==> src/rtl/dds_pkg.sv <==
// rtl/dds_pkg.sv - shared constants and types for the DDS tuning-word receiver
//
// Purpose: default tuning-word width, tuning-word type and the receiver state
// encoding shared by the receiver and its users.
// Ports: none (package).
package dds_pkg;

  localparam int FTW_W_DEF = 32;

  typedef logic [FTW_W_DEF-1:0] ftw_t;

  typedef enum logic [1:0] {
    IDLE  = 2'd0,
    SHIFT = 2'd1,
    DONE  = 2'd2
  } ftw_rx_state_e;

endpackage

==> src/rtl/dds_ftw_rx_sync_bit.sv <==
// rtl/dds_ftw_rx_sync_bit.sv - multi-stage synchroniser for one asynchronous input bit
//
// Purpose: brings one asynchronous level into the clk domain through a chain
// of STAGES flops. The chain presets to RESET_VAL so that an idle link looks
// idle straight out of reset and produces no spurious edges.
// Ports:
//   clk   - system clock
//   reset - asynchronous, active-high reset
//   d     - asynchronous input level
//   q     - synchronised level (last stage of the chain)
module sync_bit
  import dds_pkg::*;
#(
  parameter int   STAGES    = 2,
  parameter logic RESET_VAL = 1'b0
) (
  input  logic clk,
  input  logic reset,
  input  logic d,
  output logic q
);

  logic [STAGES-1:0] chain;

  always_ff @(posedge clk or posedge reset) begin
    if (reset) begin
      chain <= {STAGES{RESET_VAL}};
    end else begin
      chain <= {chain[STAGES-2:0], d};
    end
  end

  assign q = chain[STAGES-1];

endmodule

==> src/rtl/dds_ftw_rx.sv <==
// rtl/dds_ftw_rx.sv - 3-wire serial receiver for the DDS frequency tuning word
//
// Purpose: oversamples sclk/cs_n/mosi in the clk domain, shifts in an MSB-first
// frame and, when a frame of exactly FTW_W bits closes, presents the word with
// a one-cycle update strobe for the phase-accumulator register bank.
// Ports:
//   clk        - system clock, rising edge
//   reset      - asynchronous, active-high reset
//   spi_sclk   - serial clock (asynchronous)
//   spi_cs_n   - frame select, active low (asynchronous)
//   spi_mosi   - serial data, MSB first (asynchronous)
//   ftw_o      - last accepted tuning word, held between updates
//   ftw_update - one-cycle pulse, ftw_o carries the new word in the same cycle
//   frame_err  - one-cycle pulse when a frame closes with a wrong bit count
//   busy       - high while a frame is open
module dds_ftw_rx
  import dds_pkg::*;
#(
  parameter int FTW_W       = FTW_W_DEF,
  parameter int SYNC_STAGES = 2
) (
  input  logic             clk,
  input  logic             reset,
  input  logic             spi_sclk,
  input  logic             spi_cs_n,
  input  logic             spi_mosi,
  output logic [FTW_W-1:0] ftw_o,
  output logic             ftw_update,
  output logic             frame_err,
  output logic             busy
);

  // Counter must hold FTW_W+1 so that over-long frames stay distinguishable.
  localparam int CNT_W = $clog2(FTW_W + 2);

  logic sclk_sync, cs_sync, mosi_sync;
  logic sclk_d, sclk_dd, cs_d, cs_dd, mosi_d;
  logic sclk_rise, cs_rise, cs_fall;

  ftw_rx_state_e    state, next_state;
  logic             start, shift_en, fall_pend;
  logic [CNT_W-1:0] bit_cnt;
  logic [FTW_W-1:0] shift_reg;

  sync_bit #(.STAGES(SYNC_STAGES), .RESET_VAL(1'b0)) u_sync_sclk (
    .clk(clk), .reset(reset), .d(spi_sclk), .q(sclk_sync)
  );
  sync_bit #(.STAGES(SYNC_STAGES), .RESET_VAL(1'b1)) u_sync_cs (
    .clk(clk), .reset(reset), .d(spi_cs_n), .q(cs_sync)
  );
  sync_bit #(.STAGES(SYNC_STAGES), .RESET_VAL(1'b0)) u_sync_mosi (
    .clk(clk), .reset(reset), .d(spi_mosi), .q(mosi_sync)
  );

  // Edge detection runs one register behind the synchronisers; mosi is
  // delayed by the same amount so the sampled bit lines up with its sclk edge.
  always_ff @(posedge clk or posedge reset) begin
    if (reset) begin
      sclk_d  <= 1'b0;
      sclk_dd <= 1'b0;
      cs_d    <= 1'b1;
      cs_dd   <= 1'b1;
      mosi_d  <= 1'b0;
    end else begin
      sclk_d  <= sclk_sync;
      sclk_dd <= sclk_d;
      cs_d    <= cs_sync;
      cs_dd   <= cs_d;
      mosi_d  <= mosi_sync;
    end
  end

  assign sclk_rise = sclk_d & ~sclk_dd;
  assign cs_rise   = cs_d & ~cs_dd;
  assign cs_fall   = ~cs_d & cs_dd;

  always_ff @(posedge clk or posedge reset) begin
    if (reset) begin
      state <= IDLE;
    end else begin
      state <= next_state;
    end
  end

  always_comb begin
    next_state = state;
    start      = 1'b0;
    shift_en   = 1'b0;
    busy       = 1'b0;
    case (state)
      IDLE: begin
        if (cs_fall || fall_pend) begin
          next_state = SHIFT;
          start      = 1'b1;
        end
      end
      SHIFT: begin
        busy = 1'b1;
        // Close of frame takes priority over a coincident sclk edge.
        if (cs_rise) begin
          next_state = DONE;
        end else if (sclk_rise) begin
          shift_en = 1'b1;
        end
      end
      DONE: begin
        next_state = IDLE;
      end
      default: begin
        next_state = IDLE;
      end
    endcase
  end

  // A new frame opening during DONE is remembered and started from IDLE.
  always_ff @(posedge clk or posedge reset) begin
    if (reset) begin
      fall_pend <= 1'b0;
    end else if (state == DONE && cs_fall) begin
      fall_pend <= 1'b1;
    end else if (state == IDLE) begin
      fall_pend <= 1'b0;
    end
  end

  always_ff @(posedge clk or posedge reset) begin
    if (reset) begin
      bit_cnt   <= '0;
      shift_reg <= '0;
    end else if (start) begin
      bit_cnt   <= '0;
      shift_reg <= '0;
    end else if (shift_en) begin
      shift_reg <= {shift_reg[FTW_W-2:0], mosi_d};
      if (bit_cnt != CNT_W'(FTW_W + 1)) begin
        bit_cnt <= bit_cnt + 1'b1;
      end
    end
  end

  always_ff @(posedge clk or posedge reset) begin
    if (reset) begin
      ftw_o      <= '0;
      ftw_update <= 1'b0;
      frame_err  <= 1'b0;
    end else begin
      ftw_update <= 1'b0;
      frame_err  <= 1'b0;
      if (state == DONE) begin
        if (bit_cnt == CNT_W'(FTW_W)) begin
          ftw_o      <= shift_reg;
          ftw_update <= 1'b1;
        end else begin
          frame_err <= 1'b1;
        end
      end
    end
  end

endmodule
==> config.mk <==
export PLATFORM = sky130hd
export DESIGN_NAME = dds_ftw_rx
export DESIGN_NICKNAME = d
export VERILOG_FILES = /design/src/rtl/dds_pkg.sv /design/src/rtl/dds_ftw_rx_sync_bit.sv /design/src/rtl/dds_ftw_rx.sv
export SDC_FILE = /design/constraint.sdc
export NUM_CORES = 1
export LEC_CHECK = 0
export CAP_MARGIN = 20
export CORE_MARGIN = 4
export CORE_UTILIZATION = 59
export DETAILED_ROUTE_END_ITERATION = 7
export PLACE_DENSITY = 0.84
export SYNTH_ARGS = -nofsm -noshare
export SYNTH_HDL_FRONTEND = slang
export SYNTH_SLANG_ARGS = --single-unit
export TNS_END_PERCENT = 100
==> constraint.sdc <==
create_clock -name clk -period 7.2 [get_ports clk]
set_input_delay 1.44 -clock clk [delete_from_list [all_inputs] [get_ports clk]]
set_output_delay 1.44 -clock clk [all_outputs]
set_load 0.01 [all_outputs]
==> flow_results.org, run 1 <==
** Status
- Result of the run :: complete, no violations

** Critical path
- STA puts the critical path data arrival time at 1540 ps.
- The worst setup path is launched from a flop.
- Critical Path End Type :: output pin
- Slowest stage cell, crit path :: sky130_fd_sc_hd__clkdlybuf4s50_1
- Reg2Reg Depth :: 4
- The worst register-to-register path begins at bit_cnt[2]$_DFFE_PP0P_.
- Critical path, cell by cell :: nand2b_4 -> inv_1 -> clkdlybuf4s50_1
- In this run the worst path has a maximum fanout of 7.
- Worst r2r dst :: ftw_o[27]$_DFFE_PP0P_
- Together, buffers and inverters on the worst path number 2.
- Critical path class :: flop to output pin
- Top cell family by delay on the critical path :: buffers and inverters
- Largest stage delay on the critical path :: approximately 520 ps
- For flop-to-flop paths, the worst setup slack is around 5000 ps.
- Required time of the critical path :: 5760 ps

** Routing
- The final route contains about 2100 vias.
- For this run, design rule violations remaining after detail routing come to 0.
- Detailed router's first-iteration violation count :: between 150 and 200
- After detailed routing, the number of vias per cell comes to 5.39.
- Post-detailed-routing wire length :: slightly below 6 mm
- The count of nets left with antenna violations once routing finished came out at 0.
- Before antenna repair, the detailed router went through 4 iterations.
- Mean routed wirelength per cell :: 15.0 um

** Clocking
- The tree built by TritonCTS fans out to 86 sinks.
- CTS Root Buffer Type :: sky130_fd_sc_hd__clkbuf_8
- Hold-fix buffers at CTS :: 0
- Number of instances resized during post-cts repair :: 0
- Counting along the longest clock path gives a buffer depth of 2.
- After clock tree synthesis, the clock-pin slew on the worst setup and hold paths is 80 ps.
- Number of levels the H-tree was split into :: 3
- The number of clock buffers added by TritonCTS is 9.
- Number of buffers inserted by post-CTS setup repair :: 0
- TritonCTS built the clock tree.
- The clock reaches the later pin of the worst-skew pair after 350 ps.

** Global route
- Largest net degree at the start of global routing :: 87
- The first global-routing pass estimated 10.1 mm of wire.
- Global router's overall resource usage :: 0.185
- Number of antenna violations at the first check in global routing :: 0
- Global routing finished with a remaining overflow of 0.
- The number of global-route vias before repair is 2130.

** Logic synthesis
- In this run, distinct cell masters in the synthesized netlist total 31.
- By area, the combinational part of the netlist is dominated by simple AND/OR/NAND/NOR gates.
- Post-synthesis cell count :: 275
- The fraction of the mapped netlist area in compound gates is 0.0719.
- Averaged over all synthesized cells, the footprint is ~12 sq um.
- Simple logic cell fraction of the synthesized area :: 0.121
- Synthesized net count :: 283
- During synthesis, Yosys emitted a total of 0 warnings.
- The portion of synthesized area spent on multiplexers is 0.112.
- Number of register bits inferred by synthesis :: 86
- The cell area that synthesis handed to floorplanning was 3310 sq um.
- Adder-cell share of the synthesized area :: 0.0113
- Share of the yosys chip area belonging to registers :: 0.652
- Of the total synthesized cell area, the portion taken by XOR and XNOR cells is 0.00265.

** Power
- Pwr per Cell Area :: 242 nW/um^2
- Across the VDD grid, the largest voltage drop is approximately 0.16 mV.
- Post-layout power :: 983 uW
- Summed over all cells, the static leakage comes to between 0.0015 and 0.002 uW.

** Min path
- The worst hold path was traced through 0 stages.
- Path category of the worst min-delay check :: flop to flop
- The path with the worst hold slack has its endpoint at u_sync_mosi.chain[1]$_DFF_PP0_.
- Hold path startpoint :: u_sync_mosi.chain[0]$_DFF_PP0_

** Cells and area
- Compared with the post-synthesis result, the final layout area differs by 22.7%.
- Fill cells in the final layout number approximately 380.
- The finished cells cover between 4000 and 5000 sq um.
- The repair_antennas step left the layout with diodes totalling 0.
- Final layout net count :: approximately 330
- Of the cells placed in the final design, the portion with a size suffix greater than 1 is 0.106.

** Floorplanning
- For this configuration, the core starts out at a cell density of 0.604.
- Number of top-level design ports :: 40
- Overall die height :: between 80 and 90 um
- In this run the core area contains 27 standard-cell rows.
- DIE AREA :: 6870 sq um
- From left edge to right edge, the die measures approximately 83 um.
- The core region is roughly 5500 sq um.

** Timing
- Setup total negative slack :: 0 ps
- For the pin with the worst max-slew slack, the measured transition is between 600 and 700 ps.
- Time the worst path needs with I/O delays and setup :: 2980 ps
- The count of final max-slew check failures came to 0.
- Measured against its own limit, the worst slew margin works out to 0.583.
- Unrepaired setup endpoints after global routing :: false
- Fmax :: about 0.34 GHz
- Setup violations remaining at the end of the flow were counted as 0.
- In the finished design, the share of the clock period the worst path needs comes to 0.414.
- The hold violation total from the final report was 0.
- On the final layout, the worst clock skew is 9.72 ps.

** Place
- Count of input and output buffers :: 39
- Routability-driven placement finished with a final weighted congestion of 0.748.
- Half-perimeter wire length of the detailed placement result :: 3.77 mm
- Placed standard-cell area :: between 3000 and 4000 sq um

** Run
- Number of max-cap violations :: 0
==> synthesized netlist by cell type <==
library cell,n,share of area
sky130_fd_sc_hd__nor3_2,1,0.0030
sky130_fd_sc_hd__nand4_2,1,0.0038
sky130_fd_sc_hd__nor2_1,3,0.0034
sky130_fd_sc_hd__inv_1,7,0.0079
sky130_fd_sc_hd__nand2b_4,1,0.0042
sky130_fd_sc_hd__buf_4,3,0.0068
sky130_fd_sc_hd__nand4_1,1,0.0019
sky130_fd_sc_hd__buf_2,4,0.0061
sky130_fd_sc_hd__dfrtp_1,82,0.62
sky130_fd_sc_hd__mux2_2,3,0.010
sky130_fd_sc_hd__and4_1,1,0.0026
sky130_fd_sc_hd__nand2b_1,1,0.0019
sky130_fd_sc_hd__nand3_1,1,0.0015
sky130_fd_sc_hd__mux2i_1,1,0.0030
sky130_fd_sc_hd__o21a_1,1,0.0023
sky130_fd_sc_hd__nor4b_4,1,0.0072
sky130_fd_sc_hd__nand2_1,71,0.081
sky130_fd_sc_hd__o31ai_1,2,0.0045
sky130_fd_sc_hd__a21oi_1,33,0.050
sky130_fd_sc_hd__ha_1,3,0.011
sky130_fd_sc_hd__nor2b_1,3,0.0057
sky130_fd_sc_hd__nor4_1,1,0.0019
sky130_fd_sc_hd__o21ai_0,4,0.0061
sky130_fd_sc_hd__xnor2_1,1,0.0026
sky130_fd_sc_hd__and3_1,1,0.0019
sky130_fd_sc_hd__clkbuf_1,7,0.0079
sky130_fd_sc_hd__o211ai_1,2,0.0045
sky130_fd_sc_hd__mux2_1,29,0.099
sky130_fd_sc_hd__a2111oi_2,1,0.0045
sky130_fd_sc_hd__or3_1,1,0.0019
sky130_fd_sc_hd__dfstp_2,4,0.032
==> through the flow <==
stage / setup slack (ps) / util / hold WS [ps] / std cells
after floorplan: 3540 / - / 331 / 275
after global routing: 4170 / 0.742 / 360 / 394
after CTS: 4200 / 0.732 / 358 / 392
after detailed placement: 4370 / 0.695 / 339 / 376
after global placement: 4370 / 0.682 / 335 / 373
final: 4220 / 0.742 / 357 / 394
==> logic make-up (layout without fill, tap and decap cells) <==
logic type	after synthesis	after routing
xor+xnor	1	1
mux	33	33
buf+inv	21	68
fa+ha+maj	3	3
compound gates	43	43
flops	86	86
simple gates	88	88
==> report_power, final <==
group / switching (uW) / leakage [uW] / internal (uW)
sequential: 17.4 / 0.00117 / 501
combinational: 81.0 / 0.000624 / 46.6
clock: 167 / 0.0000955 / 170
==> worst register-to-register path, stage by stage, from the launching register on <==
cell                      delay (ps)
sky130_fd_sc_hd__dfrtp_1         460
sky130_fd_sc_hd__nor4b_4         380
sky130_fd_sc_hd__nand4_2         540
sky130_fd_sc_hd__buf_16          380
sky130_fd_sc_hd__mux2_1          340
==> worst max path at each step <==
stage | startpoint | endpoint | slack, ps | cells after the start
CTS | state[1]$_DFFE_PP0P_ | busy | 4200 | 3
global route | state[1]$_DFFE_PP0P_ | busy | 4170 | 3
floorplan | reset | bit_cnt[0]$_DFFE_PP0P_ | 3540 | 1
global placement | reset | ftw_update$_DFF_PP0_ | 4370 | 3
detailed placement | reset | ftw_update$_DFF_PP0_ | 4370 | 3
finish | state[1]$_DFFE_PP0P_ | busy | 4220 | 3
==> cell type report <==
class,instances,area [sq um],area share
clock buffer,11,141,0.0348
clock inverter,5,58.8,0.0145
inverter,7,27.5,0.00678
multi-input combinational,168,1060,0.262
sequential,86,2160,0.531
tap,72,90.1,0.0222
timing repair buffer,45,523,0.129
==> layout by cell type, fill, tap and decap left out, drive strengths merged <==
cell and instances:
clkdlybuf4s50 39, or3 1, nand2b 2, a2111oi 1
dfstp 4, nand3 1, xnor2 1, nor4 1
buf 6, mux2 32, and3 1, ha 3
nand4 2, a21oi 33, and4 1, nand2 71
nor4b 1, o31ai 2, clkbuf 11, o21ai 4
nor3 1, dfrtp 82, clkinv 3, mux2i 1
nor2 3, o211ai 2, o21a 1, clkinvlp 2
nor2b 3, inv 6, bufinv 1
==> layer usage <==
metal	share of wire	wire (um)	track usage	up-vias
li1	-	-	-	1000
met1	0.44	2580	0.238	1068
met2	0.51	3020	0.303	48
met3	0.041	240	0.0476	8
met4	0.013	76	0.0713	0
met5	0	0	0	-
(Power assumes the default switching activity.)
==> run 2: changes to the inputs <==
- CORE_UTILIZATION: 59 -> 55
- PLACE_DENSITY: 0.84 -> 0.79
- clock period: 7.2 -> 2.85 ns (I/O delays scaled with it)
==> run 2 against run 1 <==
  * Final area fell by 1.1%
  * Largest cell class unchanged
  * Critical endpoint unchanged
  * Final cell count rose by 0.25%
  * Routed wire length rose by 3.3%
==> flow_results.org, run 2 (synthesis results as in run 1) <==
** Critical path
- The slowest stage of the critical path belongs to the cell sky130_fd_sc_hd__clkdlybuf4s50_1.
- The worst register-to-register path begins at cs_d$_DFF_PP1_.
- For this run, the slowest stage of the critical path takes between 500 and 600 ps.
- Critical path, cell by cell :: nand2b_4 -> inv_1 -> clkdlybuf4s50_1
- Top cell family by delay on the critical path :: buffers and inverters
- Along the worst path, the maximum fanout reaches 7.
- The endpoint identified for the worst register-to-register timing path is shift_reg[4]$_DFFE_PP0P_.
- Arrival time worst endpoint :: 1530 ps
- Data on the critical path is required at its endpoint by around 2300 ps.
- STA classifies the critical path startpoint as a flop.
- Worst path buffer plus inverter count :: 2
- STA classifies the critical path endpoint as an output pin.
- Setup slack of the worst register-to-register path :: around 1000 ps
- Critical path class :: flop to output pin
- Counting cells, the worst reg-to-reg path comes to 5.

** Routing
- The first routing iteration left approximately 150 violations.
- The count of nets left with antenna violations once routing finished came out at 0.
- Post-detailed-routing wire length :: 6.12 mm
- Via count :: between 2000 and 2500
- In the final routed layout, each cell accounts on average for roughly 15 um.
- DRT Pass-1 Iters :: 4
- # DRC :: 0
- Vias per std cell :: approximately 5.4

** Floorplanning
- For this configuration, the core starts out at a cell density of 0.583.
- DIE AREA :: 7320 sq um
- Core outline area :: between 5000 and 6000 sq um
- Placement Rows :: 27
- For this design the top-level I/O count stands at 40.
- In this run the vertical extent of the chip is ~86 um.
- The die is 85.6 um wide.

** Place
- Count of input and output buffers :: 39
- Pre-CTS setup slack :: about 760 ps
- Detailed placement finished with a half-perimeter wire length of 3.97 mm.
- The congestion estimate from routability-driven global placement came to between 0.8 and 0.9.

** Clocking
- In this run, post-CTS repair resized a total of 0 instances.
- Number of levels the H-tree was split into :: 3
- The root buffer cell chosen for the clock tree is sky130_fd_sc_hd__clkbuf_8.
- Reg clk slew, reported paths :: approximately 80 ps
- Clock sink count :: 86
- Buffers added to address setup during post-CTS repair amount to 0.
- Clock latency on the worst-skew pair :: between 300 and 400 ps
- TritonCTS created 9 clock buffers.
- The clock passes through at most 2 buffers.
- After clock tree synthesis, the flow added hold-fix buffers numbering 0.
- CTS tree :: built

** Cells and area
- Antenna diodes :: 0
- For this run, the post-layout net count is 326.
- Filler Cell Count :: about 420
- In the final layout, the multi-input gates occupy between 1000 and 1500 sq um.
- Area Growth Syn to Fin :: 21.4%
- Most frequent cells in the layout :: sky130_fd_sc_hd__dfrtp_1 (82), sky130_fd_sc_hd__nand2_1 (71), sky130_fd_sc_hd__clkdlybuf4s50_1 (39)
- The sequential cells in the finished layout cover a total of 2160 sq um.
- Commonest non-fill, non-tap cell in the layout :: sky130_fd_sc_hd__dfrtp_1
- Share of post-route cells with drive strength above 1 :: 0.0960

** Timing
- Summed over all failing endpoints, the final setup total negative slack is 0 ps.
- Post-route setup slack :: 748 ps
- Least-Margin Pin Slew :: 630 ps
- Final setup skew :: ~9.1 ps
- Setup-failing EPs final :: 0
- The routed design could run at a clock period as short as 2100 ps.
- Fmax :: about 0.48 GHz
- The worst pin sits at a relative slew slack of 0.575.
- Final period utilization :: 0.737
- Setup repair after global routing left no endpoint under its margin.
- The hold violation total from the final report was 0.
- The count of final max-slew check failures came to 0.
- Final hold analysis gives a worst-case slack of about 350 ps.

** Power
- Cell internal pwr :: 1860 uW
- Pwr per Cell Area :: roughly 620 nW/um^2
- Sw frac :: 0.256
- In this run the static leakage power is 0.00187 uW.
- VDD sags by at most ~0.36 mV.
- Relative contribution of sequential cells to total power :: 0.524
- Clock share of power :: 0.357
- The share of total power dissipated in combinational logic is 0.119.
- In this run the power spent charging and discharging nets is 640 uW.

** Status
- The flow ran to the end, and the final reports show no timing, DRC or antenna violations.

** Min path
- The worst hold path belongs to the class flop to flop.
- Worst hold endpoint :: u_sync_sclk.chain[1]$_DFF_PP0_
- In this run the most critical hold path is launched from u_sync_sclk.chain[0]$_DFF_PP0_.
- The worst hold path passes through 0 cells.

** Global route
- Entering global routing, the biggest net connects 45 pins.
- The first global-routing pass estimated 10.5 mm of wire.
- Number of antenna violations at the first check in global routing :: 0
- Global routing finished with a remaining overflow of 0.
- Via count of the first global-routing pass :: approximately 2200
- Global router's overall resource usage :: 0.185

** Run
- Number of max-cap violations :: 0
[run 2: cell types whose count changed in the layout (fill, tap and decap cells not counted), sizes merged]
cell / before / now
buf: 6 / 7
bufinv: 1 / 2
clkbuf: 11 / 14
clkinv: 3 / 1
clkinvlp: 2 / 0
[run 2: worst max-delay path by stage]
stage	slack, ps	end	depth (start not counted)	startpoint
after floorplan	60	bit_cnt[0]$_DFFE_PP0P_	1	reset
after global placement	820	bit_cnt[4]$_DFFE_PP0P_	4	cs_dd$_DFF_PP1_
after detailed placement	760	bit_cnt[4]$_DFFE_PP0P_	4	cs_dd$_DFF_PP1_
after CTS	730	busy	3	state[1]$_DFFE_PP0P_
after global routing	680	busy	3	state[1]$_DFFE_PP0P_
final	750	busy	3	state[1]$_DFFE_PP0P_
[run 2: area by class of cell]
cell class,count,area share
clock inverters,2,0.0150
clock buffers,14,0.0355
inverters,7,0.00686
repair buffers,46,0.118
flip-flops and latches,86,0.537
multi-input cells,168,0.265
well taps,72,0.0224
[run 2: routing by layer]
metal / up-vias / global-route usage / wire [um] / share of wire
li1: 995 / - / - / -
met1: 1078 / 0.256 / 2750 / 0.45
met2: 54 / 0.285 / 2990 / 0.49
met3: 14 / 0.0317 / 194 / 0.032
met4: 0 / 0.0964 / 181 / 0.030
met5: - / 0 / 0 / 0
[run 2: through the flow]
stage | utilization | total power, uW | instance area (sq um) | std cells
finish | 0.707 | 2500 | 4020 | 395
global route | 0.707 | 2620 | 4020 | 395
CTS | 0.703 | 2510 | 3990 | 394
floorplan | - | 1530 | 3310 | 275
global placement | 0.667 | 1610 | 3780 | 378
detailed placement | 0.667 | 1620 | 3780 | 378
[run 2: power by group through the flow]
| stage | clock, uW | sequential, uW | combinational (uW) |
|---|---|---|---|
| after floorplan | 0 | 1320 | 203 |
| after global placement | 0 | 1330 | 281 |
| after detailed placement | 0 | 1330 | 289 |
| after CTS | 909 | 1310 | 291 |
| after global routing | 968 | 1320 | 340 |
| final | 892 | 1310 | 298 |
==> run 3: changes to the inputs <==
- CORE_UTILIZATION: 55 -> 49
- PLACE_DENSITY: 0.79 -> 0.74
- clock period: 2.85 -> 1.8 ns (I/O delays scaled with it)
==> run 3 against run 2 <==
  * Global-route usage decreased by 2.7 points
  * Final area increased by 2.0%
  * Clock power increased by 66%
  * First-iteration DRC count decreased by 25%
  * Via count decreased by 2.0%
  * Register-to-register slack got worse by 880 ps
  * Largest power group unchanged
==> flow_results.org, run 3 (synthesis results as in run 1) <==
** Timing
- Post-route setup slack :: a little under 100 ps
- For the final routed database, the setup TNS stands at 0 ps.
- Worst slew margin relative to its limit :: 0.713
- Setup-failing EPs final :: 0
- Unrepaired setup endpoints after global routing :: false
- Final period utilization :: 0.946
- Fmax :: between 0.5 and 0.6 GHz
- Total count of max-transition violations in the final report :: 0
- The hold violation total from the final report was 0.
- Across the routed clock network, the largest skew measured is 12.8 ps.
- At the pin with the least slew margin, the transition time is between 400 and 500 ps.
- Time the worst path needs with I/O delays and setup :: about 1700 ps

** Clocking
- Reg clk slew, reported paths :: 80 ps
- CTS Root Buffer Type :: sky130_fd_sc_hd__clkbuf_8
- In this run the number of H-tree levels came out at 3.
- Clock latency on the worst-skew pair :: about 350 ps
- The clock drives 86 sinks.
- The number of clock buffers added by TritonCTS is 9.
- TritonCTS built the clock tree.
- Maximum buffer depth of the clock tree :: 2

** Cells and area
- Commonest non-fill, non-tap cell in the layout :: sky130_fd_sc_hd__dfrtp_1
- Once layout is done, the placed cells without fillers occupy 4100 sq um.
- For this run, the share of the core covered by cells in the final layout is 0.634.
- From synthesis to final layout, the design area changed by 23.8%.
- Of the cells placed in the final design, the portion with a size suffix greater than 1 is 0.117.
- Multi-input combinational cell area :: around 1100 sq um
- The top cell types in the final layout, fill and taps aside, are sky130_fd_sc_hd__dfrtp_1 (82), sky130_fd_sc_hd__nand2_1 (71), sky130_fd_sc_hd__clkdlybuf4s50_1 (38).
- Register area :: roughly 2200 sq um
- Antenna diodes :: 0
- The layout has between 500 and 600 filler cells.
- The net count of the finished layout is roughly 330.

** Critical path
- Top fanout value on the critical path :: 33
- Required time of the critical path :: between 2000 and 2500 ps
- Worst Setup Start Kind :: flop
- Arrival time worst endpoint :: slightly below 2000 ps
- The critical path is of the flop to flop type.
- The worst setup path is captured at a flop.

** Routing
- # DRC :: 0
- Via count :: roughly 2100
- Detailed router's first-iteration violation count :: around 120
- Post-route antenna net violation count :: 0
- Vias per std cell :: between 5 and 6
- Post-detailed-routing wire length :: between 5 and 6 mm
- DRT Pass-1 Iters :: 4
- After detailed routing, the average wire length per cell comes to ~14 um.

** Floorplanning
- Overall die height :: between 90 and 100 um
- During I/O placement, the number of pins put on the boundary was 40.
- The die covers 8130 sq um.
- The floorplan has 29 rows.
- The region available for standard cell placement spans roughly 6500 sq um.
- The die is 90.2 um wide.
- Initial core utilization :: 0.512

** Place
- Before CTS, the worst setup slack after placement is between 150 and 200 ps.
- RD Place Congestion :: ~0.81
- Port buffering added 39 buffers.
- Half-perimeter wire length of the detailed placement result :: roughly 3.6 mm
- Placed standard-cell area :: just under 4000 sq um

** Global route
- The number of antenna violations at the first check in global routing came to 0.
- Wire length of the first global-routing pass :: about 10 mm
- After global routing the overflow that remains totals 0.
- Global router's overall resource usage :: 0.159
- The number of global-route vias before repair is 2252.
- Largest net degree at the start of global routing :: 87

** Power
- Overall power consumption after layout is estimated at slightly above 4000 uW.
- Maximum VDD drop :: approximately 0.76 mV
- Pwr per Cell Area :: around 1000 nW/um^2
- For this design the static power due to leakage is between 0.0015 and 0.002 uW.

** Run
- Number of max-cap violations :: 0

** Min path
- The path class of the tightest hold or removal check is flop to flop.

** Status
- Result of the run :: complete, no violations
==> run 3: layout make-up <==
type	count	share of cell area
Clock inverter	5	0.0202
Inverter	7	0.00733
Sequential cell	86	0.527
Timing Repair Buffer	49	0.126
Clock buffer	11	0.0345
Tap cell	77	0.0235
Multi-Input combinational cell	168	0.262
==> run 3: path summary, 6_finish.rpt <==
path                                                start                              to  slack (ps)  depth (start not counted)
max                                bit_cnt[2]$_DFFE_PP0P_           ftw_o[22]$_DFFE_PP0P_         100                          4
min                        u_sync_mosi.chain[0]$_DFF_PP0_  u_sync_mosi.chain[1]$_DFF_PP0_         350                          0
max reg2reg                        bit_cnt[2]$_DFFE_PP0P_           ftw_o[22]$_DFFE_PP0P_         100                          4
min reg2reg                u_sync_mosi.chain[0]$_DFF_PP0_  u_sync_mosi.chain[1]$_DFF_PP0_         350                          0
max in group asynchronous                           reset    u_sync_cs.chain[0]$_DFF_PP1_         960                          3
min in group asynchronous                           reset           ftw_o[26]$_DFFE_PP0P_         480                          3
==> run 3: critical path, cell delays in order, from the launching register on <==
cell and delay (ps):
sky130_fd_sc_hd__dfrtp_1 450, sky130_fd_sc_hd__nor4b_4 400, sky130_fd_sc_hd__nand4_2 190, sky130_fd_sc_hd__buf_12 210, sky130_fd_sc_hd__mux2_1 330
==> run 3: per-stage QoR <==
stage	std cells	hold slack, ps
floorplan	275	331
global placement	386	333
detailed placement	386	336
CTS	403	356
global route	403	361
finish	403	353
==> run 3: report_power, final <==
part           switching (uW)  leakage [uW]  internal, uW
Combinational             342      0.000625           189
Clock                     657      0.000102           819
Sequential               66.1       0.00117          2010
Total                    1070       0.00189          3010
==> run 3: per-layer routing <==
| metal | wire, um | share of wire | GRT usage |
|---|---|---|---|
| met5 | 0 | 0 | 0 |
| met4 | 59 | 0.010 | 0.0523 |
| met1 | 2580 | 0.45 | 0.194 |
| met2 | 2920 | 0.51 | 0.267 |
| met3 | 211 | 0.037 | 0.0518 |
==> run 3: what timing repair did <==
action | 4_1_cts | 5_1_grt
setup buffers | 1 | 0
gates resized for setup | 1 | 1
pin swaps | 0 | 0
hold buffers | 0 | 0
setup endpoints to repair | 1 | 1
gates cloned | 0 | 0
